--- config.mk ---
export PLATFORM = sky130hd
export DESIGN_NAME = ray_frame_scheduler_flat
export DESIGN_NICKNAME = d
export VERILOG_FILES = /design/src/rtl/ray_frame_scheduler_if.sv /design/src/rtl/ray_frame_scheduler.sv /design/src/flat_wrapper.sv
export SDC_FILE = /design/constraint.sdc
export NUM_CORES = 1
export LEC_CHECK = 0
export ABC_CLOCK_PERIOD_IN_PS = 3300
export BUFFER_PORTS_ARGS = -buffer_cell sky130_fd_sc_hd__buf_2
export CORE_AREA = 2 2 373 375
export DETAILED_ROUTE_END_ITERATION = 8
export DIE_AREA = 0 0 375 377
export GPL_TIMING_DRIVEN = 1
export SLEW_MARGIN = 0
export SYNTH_ARGS = -nofsm -noshare
export SYNTH_HDL_FRONTEND = slang
export SYNTH_SLANG_ARGS = --single-unit
--- constraint.sdc ---
create_clock -name clk_in -period 3.3 [get_ports clk_in]
set_input_delay 0.165 -clock clk_in [delete_from_list [all_inputs] [get_ports clk_in]]
set_output_delay 0.165 -clock clk_in [all_outputs]
set_load 0.02 [all_outputs]
--- src/rtl/ray_frame_scheduler_if.sv ---
// Bus between the frame scheduler and its surroundings: frame control,
// live/snapshotted block positions, pixel requests and credit returns.
interface ray_frame_scheduler_if #(
   parameter int NUM_BLOCKS   = 12,
   parameter int MAX_INFLIGHT = 200
);
   localparam int CW = $clog2(MAX_INFLIGHT + 1);

   logic                         start_in;
   logic [NUM_BLOCKS-1:0][11:0]  block_x_in;
   logic [NUM_BLOCKS-1:0][11:0]  block_y_in;
   logic [NUM_BLOCKS-1:0][13:0]  block_z_in;
   logic                         result_valid_in;
   logic [NUM_BLOCKS-1:0][11:0]  block_x_out;
   logic [NUM_BLOCKS-1:0][11:0]  block_y_out;
   logic [NUM_BLOCKS-1:0][13:0]  block_z_out;
   logic [10:0]                  x_out;
   logic [9:0]                   y_out;
   logic                         valid_out;
   logic [CW-1:0]                in_flight_out;
   logic                         busy_out;
   logic                         frame_done_out;
   logic                         underflow_out;

   // Drives frame control and block positions, consumes requests
   modport master (
      output start_in, block_x_in, block_y_in, block_z_in, result_valid_in,
      input  block_x_out, block_y_out, block_z_out, x_out, y_out, valid_out,
             in_flight_out, busy_out, frame_done_out, underflow_out
   );

   // The scheduler side
   modport slave (
      input  start_in, block_x_in, block_y_in, block_z_in, result_valid_in,
      output block_x_out, block_y_out, block_z_out, x_out, y_out, valid_out,
             in_flight_out, busy_out, frame_done_out, underflow_out
   );
endinterface

--- src/rtl/ray_frame_scheduler.sv ---
// Frame scheduler: snapshots block positions at frame start, issues pixel
// requests in raster order under a credit limit, and pulses done once every
// issued pixel has come back from the intersection pipeline.
module ray_frame_scheduler #(
   parameter int H_PIXELS     = 1024,
   parameter int V_PIXELS     = 768,
   parameter int MAX_INFLIGHT = 200,
   parameter int NUM_BLOCKS   = 12
) (
   input  logic                  clk_in,
   input  logic                  rst_in,
   ray_frame_scheduler_if.slave  bus
);
   localparam int CW = $clog2(MAX_INFLIGHT + 1);

   typedef enum logic [2:0] {
      S_IDLE,
      S_LATCH,
      S_ISSUE,
      S_DRAIN,
      S_DONE
   } state_t;

   state_t                       state_q, state_d;
   logic [10:0]                  px_q, px_d;
   logic [9:0]                   py_q, py_d;
   logic [10:0]                  x_q, x_d;
   logic [9:0]                   y_q, y_d;
   logic                         valid_q, valid_d;
   logic [CW-1:0]                cnt_q, cnt_d;
   logic                         busy_q, busy_d;
   logic                         done_q, done_d;
   logic                         underflow_q, underflow_d;
   logic [NUM_BLOCKS-1:0][11:0]  bx_q, bx_d;
   logic [NUM_BLOCKS-1:0][11:0]  by_q, by_d;
   logic [NUM_BLOCKS-1:0][13:0]  bz_q, bz_d;
   logic                         issue;

   // Next-state logic: frame sequencing, pixel counter, credits and flags
   always_comb begin
      state_d     = state_q;
      px_d        = px_q;
      py_d        = py_q;
      x_d         = x_q;
      y_d         = y_q;
      valid_d     = 1'b0;
      cnt_d       = cnt_q;
      underflow_d = underflow_q;
      bx_d        = bx_q;
      by_d        = by_q;
      bz_d        = bz_q;
      issue       = 1'b0;

      case (state_q)
         S_IDLE: begin
            if (bus.start_in) begin
               state_d     = S_LATCH;
               underflow_d = 1'b0;
            end
         end
         S_LATCH: begin
            bx_d    = bus.block_x_in;
            by_d    = bus.block_y_in;
            bz_d    = bus.block_z_in;
            px_d    = '0;
            py_d    = '0;
            state_d = S_ISSUE;
         end
         S_ISSUE: begin
            if (cnt_q < CW'(MAX_INFLIGHT)) begin
               issue   = 1'b1;
               valid_d = 1'b1;
               x_d     = px_q;
               y_d     = py_q;
               if (px_q == 11'(H_PIXELS - 1)) begin
                  px_d = '0;
                  if (py_q == 10'(V_PIXELS - 1)) begin
                     state_d = S_DRAIN;
                  end else begin
                     py_d = py_q + 10'd1;
                  end
               end else begin
                  px_d = px_q + 11'd1;
               end
            end
         end
         S_DRAIN: begin
            state_d = S_DRAIN;
         end
         S_DONE: begin
            state_d = S_IDLE;
         end
         default: begin
            state_d = S_IDLE;
         end
      endcase

      // Issue and return in the same cycle cancel; a return with nothing
      // outstanding is flagged rather than wrapping the counter.
      if (issue && !bus.result_valid_in) begin
         cnt_d = cnt_q + CW'(1);
      end else if (!issue && bus.result_valid_in) begin
         if (cnt_q == '0) begin
            underflow_d = 1'b1;
         end else begin
            cnt_d = cnt_q - CW'(1);
         end
      end

      // Drain completes on the edge whose updated count reaches zero
      if (state_q == S_DRAIN && cnt_d == '0) begin
         state_d = S_DONE;
      end

      busy_d = (state_d != S_IDLE);
      done_d = (state_d == S_DONE);
   end

   // State and output registers with synchronous reset
   always_ff @(posedge clk_in) begin
      if (rst_in) begin
         state_q     <= S_IDLE;
         px_q        <= '0;
         py_q        <= '0;
         x_q         <= '0;
         y_q         <= '0;
         valid_q     <= 1'b0;
         cnt_q       <= '0;
         busy_q      <= 1'b0;
         done_q      <= 1'b0;
         underflow_q <= 1'b0;
         bx_q        <= '0;
         by_q        <= '0;
         bz_q        <= '0;
      end else begin
         state_q     <= state_d;
         px_q        <= px_d;
         py_q        <= py_d;
         x_q         <= x_d;
         y_q         <= y_d;
         valid_q     <= valid_d;
         cnt_q       <= cnt_d;
         busy_q      <= busy_d;
         done_q      <= done_d;
         underflow_q <= underflow_d;
         bx_q        <= bx_d;
         by_q        <= by_d;
         bz_q        <= bz_d;
      end
   end

   assign bus.block_x_out    = bx_q;
   assign bus.block_y_out    = by_q;
   assign bus.block_z_out    = bz_q;
   assign bus.x_out          = x_q;
   assign bus.y_out          = y_q;
   assign bus.valid_out      = valid_q;
   assign bus.in_flight_out  = cnt_q;
   assign bus.busy_out       = busy_q;
   assign bus.frame_done_out = done_q;
   assign bus.underflow_out  = underflow_q;
endmodule
--- src/flat_wrapper.sv ---
// flat-port wrapper written by rule: the top's interface ports become plain ports
module ray_frame_scheduler_flat 
#(
   parameter int H_PIXELS     = 1024,
   parameter int V_PIXELS     = 768,
   parameter int MAX_INFLIGHT = 200,
   parameter int NUM_BLOCKS   = 12
)
  (clk_in, rst_in, bus_start_in, bus_block_x_in, bus_block_y_in, bus_block_z_in, bus_result_valid_in, bus_block_x_out, bus_block_y_out, bus_block_z_out, bus_x_out, bus_y_out, bus_valid_out, bus_in_flight_out, bus_busy_out, bus_frame_done_out, bus_underflow_out);
  ray_frame_scheduler_if #(.NUM_BLOCKS(NUM_BLOCKS), .MAX_INFLIGHT(MAX_INFLIGHT)) bus_i ();
  input  logic clk_in;
  input  logic rst_in;
  input wire logic [$bits(bus_i.start_in)-1:0] bus_start_in;
  input wire logic [$bits(bus_i.block_x_in)-1:0] bus_block_x_in;
  input wire logic [$bits(bus_i.block_y_in)-1:0] bus_block_y_in;
  input wire logic [$bits(bus_i.block_z_in)-1:0] bus_block_z_in;
  input wire logic [$bits(bus_i.result_valid_in)-1:0] bus_result_valid_in;
  output wire logic [$bits(bus_i.block_x_out)-1:0] bus_block_x_out;
  output wire logic [$bits(bus_i.block_y_out)-1:0] bus_block_y_out;
  output wire logic [$bits(bus_i.block_z_out)-1:0] bus_block_z_out;
  output wire logic [$bits(bus_i.x_out)-1:0] bus_x_out;
  output wire logic [$bits(bus_i.y_out)-1:0] bus_y_out;
  output wire logic [$bits(bus_i.valid_out)-1:0] bus_valid_out;
  output wire logic [$bits(bus_i.in_flight_out)-1:0] bus_in_flight_out;
  output wire logic [$bits(bus_i.busy_out)-1:0] bus_busy_out;
  output wire logic [$bits(bus_i.frame_done_out)-1:0] bus_frame_done_out;
  output wire logic [$bits(bus_i.underflow_out)-1:0] bus_underflow_out;
  assign bus_i.start_in = bus_start_in;
  assign bus_i.block_x_in = bus_block_x_in;
  assign bus_i.block_y_in = bus_block_y_in;
  assign bus_i.block_z_in = bus_block_z_in;
  assign bus_i.result_valid_in = bus_result_valid_in;
  assign bus_block_x_out = bus_i.block_x_out;
  assign bus_block_y_out = bus_i.block_y_out;
  assign bus_block_z_out = bus_i.block_z_out;
  assign bus_x_out = bus_i.x_out;
  assign bus_y_out = bus_i.y_out;
  assign bus_valid_out = bus_i.valid_out;
  assign bus_in_flight_out = bus_i.in_flight_out;
  assign bus_busy_out = bus_i.busy_out;
  assign bus_frame_done_out = bus_i.frame_done_out;
  assign bus_underflow_out = bus_i.underflow_out;
  ray_frame_scheduler #(.H_PIXELS(H_PIXELS), .V_PIXELS(V_PIXELS), .MAX_INFLIGHT(MAX_INFLIGHT), .NUM_BLOCKS(NUM_BLOCKS)) u_core (.clk_in(clk_in), .rst_in(rst_in), .bus(bus_i));
endmodule
Word level (Yosys, flattened, before mapping)
Cells that the tools add are included.
{"block": "classes", "addsub": 4, "order_cmp": 1, "eq_ne": 9, "muxes": 23, "n_reduce_logical": 13}
{"cell": "$mux W10", "n": 3}
{"cell": "$mux W8", "n": 3}
{"cell": "$mux W11", "n": 2}
{"cell": "$pmux W11 S2", "n": 1}
{"cell": "$pmux W10 S2", "n": 1}
{"cell": "$logic_not A8 Y1", "n": 2}
{"cell": "$mux W3", "n": 5}
{"cell": "$pmux W3 S4", "n": 1}
{"cell": "$add A11 B1 Y11 const B", "n": 1}
{"cell": "$eq A11 B10 Y1 const B", "n": 1}
{"cell": "$add A10 B1 Y10 const B", "n": 1}
{"cell": "$eq A10 B10 Y1 const B", "n": 1}
{"cell": "$add A8 B1 Y8 const B", "n": 1}
{"cell": "$lt A8 B8 Y1 const B", "n": 1}
{"cell": "$sub A8 B1 Y8 const B", "n": 1}
{"cell": "$mux W1", "n": 7}
{"cell": "$eq A3 B2 Y1 const B", "n": 2}
{"cell": "$ne A2 B1 Y1 const B", "n": 2}
{"cell": "$reduce_and A2 Y1", "n": 2}
{"cell": "$reduce_and A4 Y1", "n": 1}
{"cell": "$eq A3 B1 Y1 const B", "n": 1}
{"cell": "$eq A3 B3 Y1 const B", "n": 1}
{"cell": "$logic_and A1 B1 Y1", "n": 3}
{"cell": "$logic_not A3 Y1", "n": 1}
{"cell": "4 further kinds", "n": 5}
{"block": "totals", "register_bits": 513, "out_inout_bits": 489, "wordCells": 96}

Logic depth before layout (Yosys ltp)
Gate-level depths: netlist of run 1.
{"block": "logic_depth", "word_depth": 11, "mapped_depth": 9}

Least setup slack after synthesis of run 1
Ideal clock, no wire load.
{"block": "synth_path", "kind": "register -> register", "startpoint": "reg u_core.cnt_q[0], in the netlist u_core.bus.in_flight_out[0]", "endpoint": "reg u_core.done_q, in the netlist u_core.bus.frame_done_out", "setup_ns": 0.066, "t_arrival_ns": 2.215, "slack_ns": 1.019, "stages_incl_launch_ff": 9, "path_buffers": 0, "period_less_slack_ns": 2.281, "path_cell_list": "dfxtp_1 > inv_1 > ha_1 > or3b_2 > or2_4 > a221oi_2 > o22ai_1 > nor4_2 > nor2b_1"}
{"block": "synth_via", "elab_chain_len": 11, "word_cells_on_any_way": 18, "cone_classes": "add/sub (2); order compare (1); eq/ne (1); mux (8); reduce/logical (6)"}
{"item": "start: declaration", "line": "ray_frame_scheduler.sv:30", "text": "logic [CW-1:0] cnt_q, cnt_d;"}
{"item": "start signal: assignment", "line": "ray_frame_scheduler.sv:142", "text": "cnt_q <= cnt_d;"}
{"item": "$lt A8 B8 Y1", "line": "ray_frame_scheduler.sv:70", "text": "if (cnt_q < CW'(MAX_INFLIGHT)) begin"}
{"item": "$mux W1", "line": "ray_frame_scheduler.sv:70"}
{"item": "$mux W1", "line": "ray_frame_scheduler.sv:54", "text": "case (state_q)"}
{"item": "$logic_not A1 Y1", "line": "ray_frame_scheduler.sv:102", "text": "end else if (!issue && bus.result_valid_in) begin"}
{"item": "$logic_and A1 B1 Y1", "line": "ray_frame_scheduler.sv:102"}
{"item": "$mux W8", "line": "ray_frame_scheduler.sv:102"}
{"item": "$mux W8", "line": "ray_frame_scheduler.sv:100", "text": "if (issue && !bus.result_valid_in) begin"}
{"item": "$logic_not A8 Y1", "line": "ray_frame_scheduler.sv:111", "text": "if (state_q == S_DRAIN && cnt_d == '0) begin"}
{"item": "$logic_and A1 B1 Y1", "line": "ray_frame_scheduler.sv:111"}
{"item": "$mux W3 (*)", "line": "ray_frame_scheduler.sv:111"}
{"item": "$eq A3 B3 Y1 (*)", "line": "ray_frame_scheduler.sv:116", "text": "done_d = (state_d == S_DONE);"}
{"item": "end signal: assignment", "line": "ray_frame_scheduler.sv:144", "text": "done_q <= done_d;"}
{"item": "end: declaration", "line": "ray_frame_scheduler.sv:32", "text": "logic done_q, done_d;"}
Every way passes the cells marked *; elsewhere a longest branch is shown, timed or not.
A chain may end at the register's enable or synchronous reset.

Final worst setup path of run 1
Ends and elaborated chain as after synthesis.

==> run summary, run 1 <==
Placed Instance Area = 25100 sq um
synth unique cells = 66
fin. max-slew vios = 0
Seq. cell area = 10300 sq um
Yosys reg bits = 513
global-route wire length before repair = 124000 microns
Final Hold Viols = 0
leakage power = 13.6 nW
Post-Place Cells = 4938
Post-Layout Cell Count = 5509
worst reg2reg path depth = 8
maximum vdd drop = 0.375 mV
RR Startpoint = u_core.bus.in_flight_out[0]
final worst-path cycle share = 74.6%
largest family of logic cells by synthesized area = simple AND/OR/NAND/NOR gates
core area = 137000 sq um
post-synthesis simple-gate area fraction = 23.6%
CP Capture Type = flop
met3 WL = 6690 microns
Skew-Pair Late Insertion Delay = 650 ps
synthesized-area fraction occupied by xor and xnor cells = 0.816%
GRT overflow = 0
Min-Delay Endpoint = u_core.bus.block_z_out[134]
Filler cells = 14.8k
DRT Pass-1 Iters = 5
Clk pin slew, worst setup/hold paths = 60 ps
Vias/cell = 3.86
cell taking the most area after synthesis = dfxtp_1
DIE WIDTH = 375 microns
RSZ-0062 raised after global routing = false
CTS Buf Count = 58
design area = 31700 sq um
starting density of the core = 13.3%
HP Start = bus_block_z_in[134]
Max Root-Sink Buffers = 3
half-perimeter wire length after placement = 61100 microns
crit path kind = flop to flop
Setup TNS = 0 ps
top cells by area, synth = dfxtp_1, nand2_1, a21oi_1, clkbuf_1, nor2_1
postcts setup bufs = 0
wl on met1 = 35100 microns
area grow syn2layout = 73.9%
Setup crit start kind = flop
Die Area = 141000 sq um
CTS tree = done
post-synthesis mux area share = 0.0549%
wire per inst = 15.5 microns
data required time of the critical path = 3860 ps
Post-synth EDFFs = 0
Hold Crit Class = input pin to flop
First DRT Iteration DRCs = 1344
Slew HR = 36.9%
I/O pin count = 949
status = complete, no violations
wirelength, routed = 85500 microns
IO Port Bufs = 948
Highest Signal Layer = met5
total number of vias = 21.3k
yosys warns = 0
Critical Path Fanout Max = 9
power per cell area = 539 nW/um^2
post-route ant nets = 0
Syn Nets = 2777
Net count, final = 4128
most common cell in the netlist = nand2_1
post-synth design cell area = 18200 sq um
main flop type after synthesis = dfxtp_1
CP Data Arrival Time = 3030 ps
Clock Skew = 29.2 ps
row cnt = 136
Multi-input gate area = 7290 sq um
clock sinks = 513
Max Clock Freq = 0.406 GHz
CTS root buf = clkbuf_16
top cells by count, synth = nand2_1, dfxtp_1, a21oi_1
initial antenna violation count = 12
endpoints failing setup = 0
CTS HTree Levels = 2
adder-cell share of the synthesized area = 0.343%
worst reg-to-reg setup slack = 840 ps
asr flop ratio synth = 0%
die boundary height = 377 microns
compound-gate portion of the synthesized area = 15.1%
Yosys top cell area share = 56.3%
routed wl met2 = 39700 microns
largest net degree at the start of global routing = 162
final core occ = 23.2%
Worst-Margin Slew = 947 ps
gpl congestion = 0.894
max-cap viol count = 0
number of remaining DRC errors = 0
vias in the first global route = 20.8k
mean post-synth cell area = 7.89 sq um
gr usage total = 11.2%
Tmin final = 2460 ps
Worst R2R End = u_core.bus.frame_done_out
Mapped Cells = 2312
Worst Hold Path Cells = 4
register area share after synthesis = 56.3%
share of cells above drive strength 1 = 30.1%
total power = 0.0171 W
-- report_power, final --
group | switching, W | internal [W] | total, W
Clock | 0.00277 | 0.00401 | 0.00678
Combinational | 0.00203 | 0.00138 | 0.00341
Sequential | 0.000308 | 0.00659 | 0.00689
-- state kept, by name, indices dropped and copies added (netlist names), 3 cells and up --
register                  flops
u_core.state_q                3
u_core.bus.block_x_out      144
u_core.bus.block_y_out      144
u_core.bus.block_z_out      168
u_core.py_q                  10
u_core.px_q                  11
u_core.bus.y_out             10
u_core.bus.in_flight_out      8
u_core.bus.x_out             11
-- critical path: stages (launching register included) --
cell and delay, ps:
dfxtp_1 390, inv_1 150, ha_1 180, or3b_2 510
or2_4 270, a221oi_2 270, o22ai_1 150, nor4_2 310
nor2b_1 170
-- metal layers --
metal	up-vias	global-route usage (%)
met5	-	0
met1	9880	13.4
met3	206	3.26
met2	901	18.4
li1	10300	-
met4	14	5.46
-- timing repair --
action,in CTS,in global routing
gates resized for setup,0,0
hold buffers,459,0
endpoints found under the hold margin,463,0
-- stage by stage --
stage	hold slack, ps	worst slack [ps]
final	296	839
after global routing	259	654
after CTS	229	839
after detailed placement	410	863
after global placement	405	762
after floorplan	301	1020
-- final cells by class --
class | count | share of cell area, %
flip-flops and latches | 513 | 32.4
repair buffers | 1462 | 31.2
multi-input cells | 1620 | 23.0
well taps | 1794 | 7.07
clock buffers | 85 | 5.30
clock inverters | 24 | 0.994
inverters | 8 | 0.0946
diodes | 3 | 0.0237
-- cells in the final DEF (no fill, tap or decap), drive strengths merged, types with 6 or more instances in the layout --
cell type / synthesis / routed
nand2: 969 / 969
o21ai: 8 / 8
nor2b: 6 / 6
nor4: 6 / 6
nor2: 32 / 32
buf: 16 / 1003
xnor2: 11 / 11
bufinv: 0 / 6
dlygate4sd3: 0 / 459
dfxtp: 513 / 513
nand3: 9 / 9
xor2: 6 / 6
clkbuf: 155 / 85
inv: 8 / 14
nor3: 8 / 8
clkinv: 0 / 12
a21oi: 488 / 488
-- worst max path at each step --
| stage | from | end | slack (ps) | cells past startpoint |
|---|---|---|---|---|
| after detailed placement | u_core.bus.in_flight_out[0] | u_core.bus.frame_done_out | 860 | 8 |
| final | u_core.bus.in_flight_out[0] | u_core.bus.frame_done_out | 840 | 8 |
| after global routing | u_core.bus.in_flight_out[0] | u_core.state_q[0] | 650 | 8 |
| after CTS | u_core.bus.in_flight_out[0] | u_core.bus.frame_done_out | 840 | 8 |
| after global placement | u_core.bus.in_flight_out[0] | u_core.state_q[2] | 760 | 8 |
| after floorplan | u_core.bus.in_flight_out[0] | u_core.bus.frame_done_out | 1020 | 8 |
-- cell families (layout without fill, tap and decap cells) --
group,Yosys count,in the layout
buffers and inverters,179,1579
muxes,1,1
DFF,513,513
and+or+nand+nor,1072,1072
adders and majority gates,5,5
xor gates and xnor gates,17,17
other,0,3
AOI/OAI and AO/OA,525,525
Note: power is estimated with default switching activity, not from simulation.
==> run 2: changes to the inputs <==
- ABC_CLOCK_PERIOD_IN_PS: 3300 -> 2500
- CORE_AREA: 2 2 373 375 -> 2 2 367 369
- DIE_AREA: 0 0 375 377 -> 0 0 369 371
- clock period: 3.3 -> 2.5 ns (I/O delays scaled with it)
==> run 2 against run 1 <==
  * Power grew 32%
  * Hold slack lost 45 ps
  * Core utilization grew 0.98 points
  * Largest power group unchanged
  * Critical path depth is the same
  * Critical path type unchanged
  * First-iteration DRC count shrank 6.5%
  * Fmax grew 6.0%
  * Sequential power grew 31%
  * Cell area grew 1.0%
  * Via count grew 0.37%
  * Largest cell class is now buffers
  * Routed wire length shrank 1.5%
  * Final cell count grew 0.33%
==> run summary, run 2 (synthesized netlist as in run 1, its figures left out) <==
status = complete, no violations
gpl congestion = 0.908
Clock Skew = 22.6 ps
Vias/cell = 3.86
DIE WIDTH = 369 microns
Slew HR = 59.3%
Post-Layout Cell Count = 5527
area grow syn2layout = 75.7%
Tmin final = 2320 ps
post_cts resized = 0
First DRT Iteration DRCs = 1257
max incr delay on CP = 500 ps
CTS tree = done
gr usage total = 11.3%
CTS root buf = clkbuf_16
vias in the first global route = 20.5k
half-perimeter wire length after placement = 60300 microns
share of cells above drive strength 1 = 30.3%
Setup TNS = 0 ps
data required time of the critical path = 3080 ps
wire per inst = 15.2 microns
Skew-Pair Late Insertion Delay = 660 ps
DRT Pass-1 Iters = 5
Final Hold Viols = 0
largest net degree at the start of global routing = 116
commonest non-fill, non-tap cell in the layout = nand2_1
hold_ws = 251 ps
Worst-Margin Slew = 611 ps
power per cell area = 702 nW/um^2
RSZ-0062 raised after global routing = false
total power = 0.0225 W
I/O pin count = 949
fin. max-slew vios = 0
Hold Crit Class = input pin to flop
total number of vias = 21.3k
crit path kind = flop to flop
Net count, final = 4168
die boundary height = 371 microns
IO Port Bufs = 948
design area = 32100 sq um
Max Clock Freq = 0.431 GHz
Post-Place Cells = 4933
Placed Instance Area = 25300 sq um
CTS HTree Levels = 2
Filler cells = 14.3k
max reg flops = 168
Clk pin slew, worst setup/hold paths = 60 ps
Critical Path Fanout Max = 4
core area = 133000 sq um
Max Root-Sink Buffers = 3
row cnt = 134
GRT overflow = 0
CTS Buf Count = 59
max-cap viol count = 0
endpoints failing setup = 0
Setup crit start kind = flop
worst path cell trace = inv_1 > ha_1 > or3b_2 > or2_4 > a221oi_2 > o22ai_1 > nor4_2 > nor2b_1
post-route ant nets = 0
starting density of the core = 13.7%
number of remaining DRC errors = 0
leakage power = 13.8 nW
global-route wire length before repair = 121000 microns
final worst-path cycle share = 92.9%
wirelength, routed = 84200 microns
Critical-path top delay cell = or3b_2
clock sinks = 513
CP Capture Type = flop
initial antenna violation count = 19
most frequent cells in the layout = nand2_1, buf_2, dfxtp_1
maximum vdd drop = 0.506 mV
CP Data Arrival Time = 2900 ps
Die Area = 137000 sq um
==> run 2: cell type report <==
| cell class | count | area [sq um] | area share [%] |
|---|---|---|---|
| timing repair buffer | 1501 | 10300 | 32.1 |
| tap | 1768 | 2210 | 6.90 |
| clock buffer | 84 | 1650 | 5.15 |
| inverter | 8 | 30.0 | 0.0937 |
| sequential | 513 | 10300 | 32.0 |
| clock inverter | 27 | 298 | 0.929 |
| antenna | 6 | 15.0 | 0.0468 |
| multi-input combinational | 1620 | 7290 | 22.7 |
==> run 2: worst paths after layout <==
check | startpoint | to | slack, ps | cells after the start
max | u_core.bus.in_flight_out[0] | u_core.state_q[2] | 180 | 8
max reg2reg | u_core.bus.in_flight_out[0] | u_core.state_q[2] | 180 | 8
min reg2reg | u_core.bus.block_z_out[85] | u_core.bus.block_z_out[85] | 450 | 2
min | bus_block_x_in[142] | u_core.bus.block_x_out[142] | 250 | 4
==> run 2: routing by layer <==
layer	track usage [%]	vias to the layer above	wire length (microns)
met5	0	-	95
met4	5.39	16	3800
met3	3.57	208	7800
met2	18.1	933	38000
met1	13.8	9848	34500
li1	-	10300	-
==> run 2: critical path, delay by kind of cell (launching register included) <==
| family | cells | cell delay (ps) |
|---|---|---|
| simple gates | 4 | 1240 |
| fa+ha+maj | 1 | 170 |
| flops | 1 | 310 |
| buf+inv | 1 | 110 |
| compound gates | 2 | 430 |
==> run 2: per-stage QoR <==
stage | util, % | setup WS [ps]
after floorplan | - | 219
after global placement | 19.1 | 205
after detailed placement | 19.1 | 209
after CTS | 24.1 | 127
after global routing | 24.1 | 15.2
final | 24.1 | 178
==> run 2: report_power, final <==
part	internal (W)	total (W)	switching, W
sequential	0.00869	0.00903	0.000337
clock	0.00504	0.00877	0.00373
combinational	0.00193	0.00469	0.00276
total	0.0157	0.0225	0.00683
==> run 2: timing repair <==
action | CTS | global route
hold endpoints to repair | 473 | 0
setup endpoints to repair | 0 | 11
hold buffers | 478 | 0
setup buffers | 0 | 0
==> run 3: changes to the inputs <==
- ABC_AREA: not set -> 1
- CORE_AREA: 2 2 367 369 -> 2 2 368 370
- DIE_AREA: 0 0 369 371 -> 0 0 370 372
==> run 3 against run 2 <==
  * Combinational power up 41%
  * Via count up 1.4%
  * Synthesized cell count increased by 2.9%
  * Sequential share of layout area is 0.097 points lower
  * Routed wire length is 10% higher
  * Final cell count rose by 1.5%
  * Cell area rose by 0.30%
  * First-iteration DRC count is 16% higher
  * Clock power hardly changed
  * Die area increased by 0.54%
  * Core utilization is 0.20 points lower
  * Flip-flop and latch count is the same
  * Critical path type unchanged
==> run summary, run 3 <==
worst reg-to-reg setup slack = 320 ps
Clock Skew = 28.5 ps
adder-cell share of the synthesized area = 0.341%
initial antenna violation count = 23
Hold Crit Class = input pin to flop
Yosys reg bits = 513
max-cap viol count = 0
post-synthesis simple-gate area fraction = 23.6%
Clk pin slew, worst setup/hold paths = 60 ps
Psw = 0.00835 W
Seq. cell area = 10300 sq um
maximum vdd drop = 0.470 mV
row cnt = 135
starting density of the core = 13.6%
Yosys top cell area share = 56.0%
vias in the first global route = 20.9k
CP Launch Point = u_core.state_q[1]
post-synth design cell area = 18300 sq um
synth unique cells = 30
register area share after synthesis = 56.0%
Tmin final = 2180 ps
Worst-Margin Slew = 518 ps
CTS tree = done
compound-gate portion of the synthesized area = 14.8%
post-route ant nets = 0
Sw Ratio = 33.4%
wire per inst = 16.6 microns
post-synthesis mux area share = 0%
Mapped Cells = 2380
endpoints failing setup = 0
fin. max-slew vios = 0
die boundary height = 372 microns
gpl congestion = 0.887
Vias/cell = 3.86
largest net degree at the start of global routing = 125
Filler cells = 14.4k
crit path kind = flop to flop
commonest non-fill, non-tap cell in the layout = nor2_1
Placed Instance Area = 25300 sq um
total power = 0.0250 W
Setup TNS = 0 ps
Max Root-Sink Buffers = 3
status = complete, no violations
asr flop ratio synth = 0%
top cells by area, synth = dfxtp_1, nor2_1, o21ai_0, clkbuf_1, nand2_1
CTS HTree Levels = 2
gr usage total = 12.4%
area grow syn2layout = 75.4%
Die Area = 138000 sq um
final core occ = 23.9%
hold_ws = 269 ps
DRT Pass-1 Iters = 5
CTS Buf Count = 58
Post-synth EDFFs = 0
worst reg2reg path depth = 6
CP Capture Type = flop
RSZ-0062 raised after global routing = false
postcts setup bufs = 0
clock sinks = 513
cell taking the most area after synthesis = dfxtp_1
Final Hold Viols = 0
global-route wire length before repair = 130000 microns
Slew HR = 65.5%
power per cell area = 778 nW/um^2
most common cell in the netlist = nor2_1
main flop type after synthesis = dfxtp_1
data required time of the critical path = 3040 ps
IO Port Bufs = 948
leakage power = 14.5 nW
sequential share of power = 38.6%
Setup crit start kind = flop
DIE WIDTH = 370 microns
CP Data Arrival Time = 2720 ps
number of remaining DRC errors = 0
design area = 32200 sq um
Max Clock Freq = 0.459 GHz
Cell Int Power = 0.0167 W
I/O pin count = 949
core area = 134000 sq um
final worst-path cycle share = 87.1%
Post-CTS Hold Fix Bufs = 492
half-perimeter wire length after placement = 68100 microns
top cells by count, synth = nor2_1, dfxtp_1, o21ai_0
post_cts resized = 0
Multi-input gate area = 7200 sq um
synthesized-area fraction occupied by xor and xnor cells = 0.382%
largest family of logic cells by synthesized area = simple AND/OR/NAND/NOR gates
wirelength, routed = 92900 microns
power share of the clock group = 35.1%
First DRT Iteration DRCs = 1458
total number of vias = 21.6k
critical path endpoint = u_core.bus.block_z_out[88]
mean post-synth cell area = 7.70 sq um
Syn Nets = 2845
Worst R2R End = u_core.bus.block_z_out[88]
yosys warns = 0
Net count, final = 4237
share of cells above drive strength 1 = 29.4%
max reg flops = 168
Critical Path Fanout Max = 34
GRT overflow = 0
Logic pwr share = 26.4%
Skew-Pair Late Insertion Delay = 650 ps
most frequent cells in the layout = nor2_1, buf_2, dfxtp_1
CTS root buf = clkbuf_16
RR Startpoint = u_core.state_q[1]
-- run 3: layout make-up --
class | count | share of cell area, %
flip-flops and latches | 513 | 31.9
inverters | 45 | 0.572
clock buffers | 82 | 5.17
repair buffers | 1498 | 32.1
diodes | 14 | 0.109
multi-input cells | 1656 | 22.4
clock inverters | 23 | 0.817
well taps | 1781 | 6.93
-- run 3: cells by family after synthesis --
kind of cell    Yosys count
fa+ha+maj                 5
xor+xnor                  8
buf+inv                 211
simple gates           1103
flops                   513
compound gates          540
-- run 3: per-layer routing --
| metal | wire length (microns) | up-vias | share of wire, % | global-route usage, % |
|---|---|---|---|---|
| li1 | - | 10400 | - | - |
| met1 | 38000 | 10100 | 41 | 14.9 |
| met2 | 42100 | 934 | 45 | 20.0 |
| met3 | 8110 | 196 | 8.7 | 3.89 |
| met4 | 4650 | 16 | 5.0 | 6.17 |
| met5 | 107 | - | 0.12 | 0 |
-- run 3: power by group through the flow --
stage                     Sequential, W  Combinational [W]  Clock, W
after floorplan                  0.0108            0.00244         0
after global placement          0.00976            0.00586         0
after detailed placement        0.00980            0.00589         0
after CTS                       0.00963            0.00657   0.00903
after global routing            0.00975            0.00722   0.00930
final                           0.00966            0.00659   0.00877
-- run 3: worst max-delay path, cell delays in order (launching register included) --
cell and delay [ps]:
dfxtp_1 310, nor2_1 240, nand2_4 260, buf_4 340, o21ai_0 260, dlygate4sd3_1 620
nor2_1 40
-- run 3: worst min path at each step --
stage | end | slack [ps] | startpoint | depth (start not counted)
after floorplan | u_core.bus.block_x_out[0] | 290 | bus_block_x_in[0] | 2
after global placement | u_core.bus.block_y_out[74] | 370 | bus_block_y_in[74] | 3
after detailed placement | u_core.bus.block_x_out[22] | 380 | bus_block_x_in[22] | 3
after CTS | u_core.bus.block_y_out[47] | 200 | bus_block_y_in[47] | 4
after global routing | u_core.bus.block_y_out[77] | 260 | bus_block_y_in[77] | 4
final | u_core.bus.block_y_out[9] | 270 | bus_block_y_in[9] | 4
-- run 3: through the flow --
stage,instances,setup slack (ps)
5_1_grt,5607,170
3_5_place_dp,5001,489
3_3_place_gp,5001,425
6_report,5612,323
2_1_floorplan,2380,795
4_1_cts,5598,370
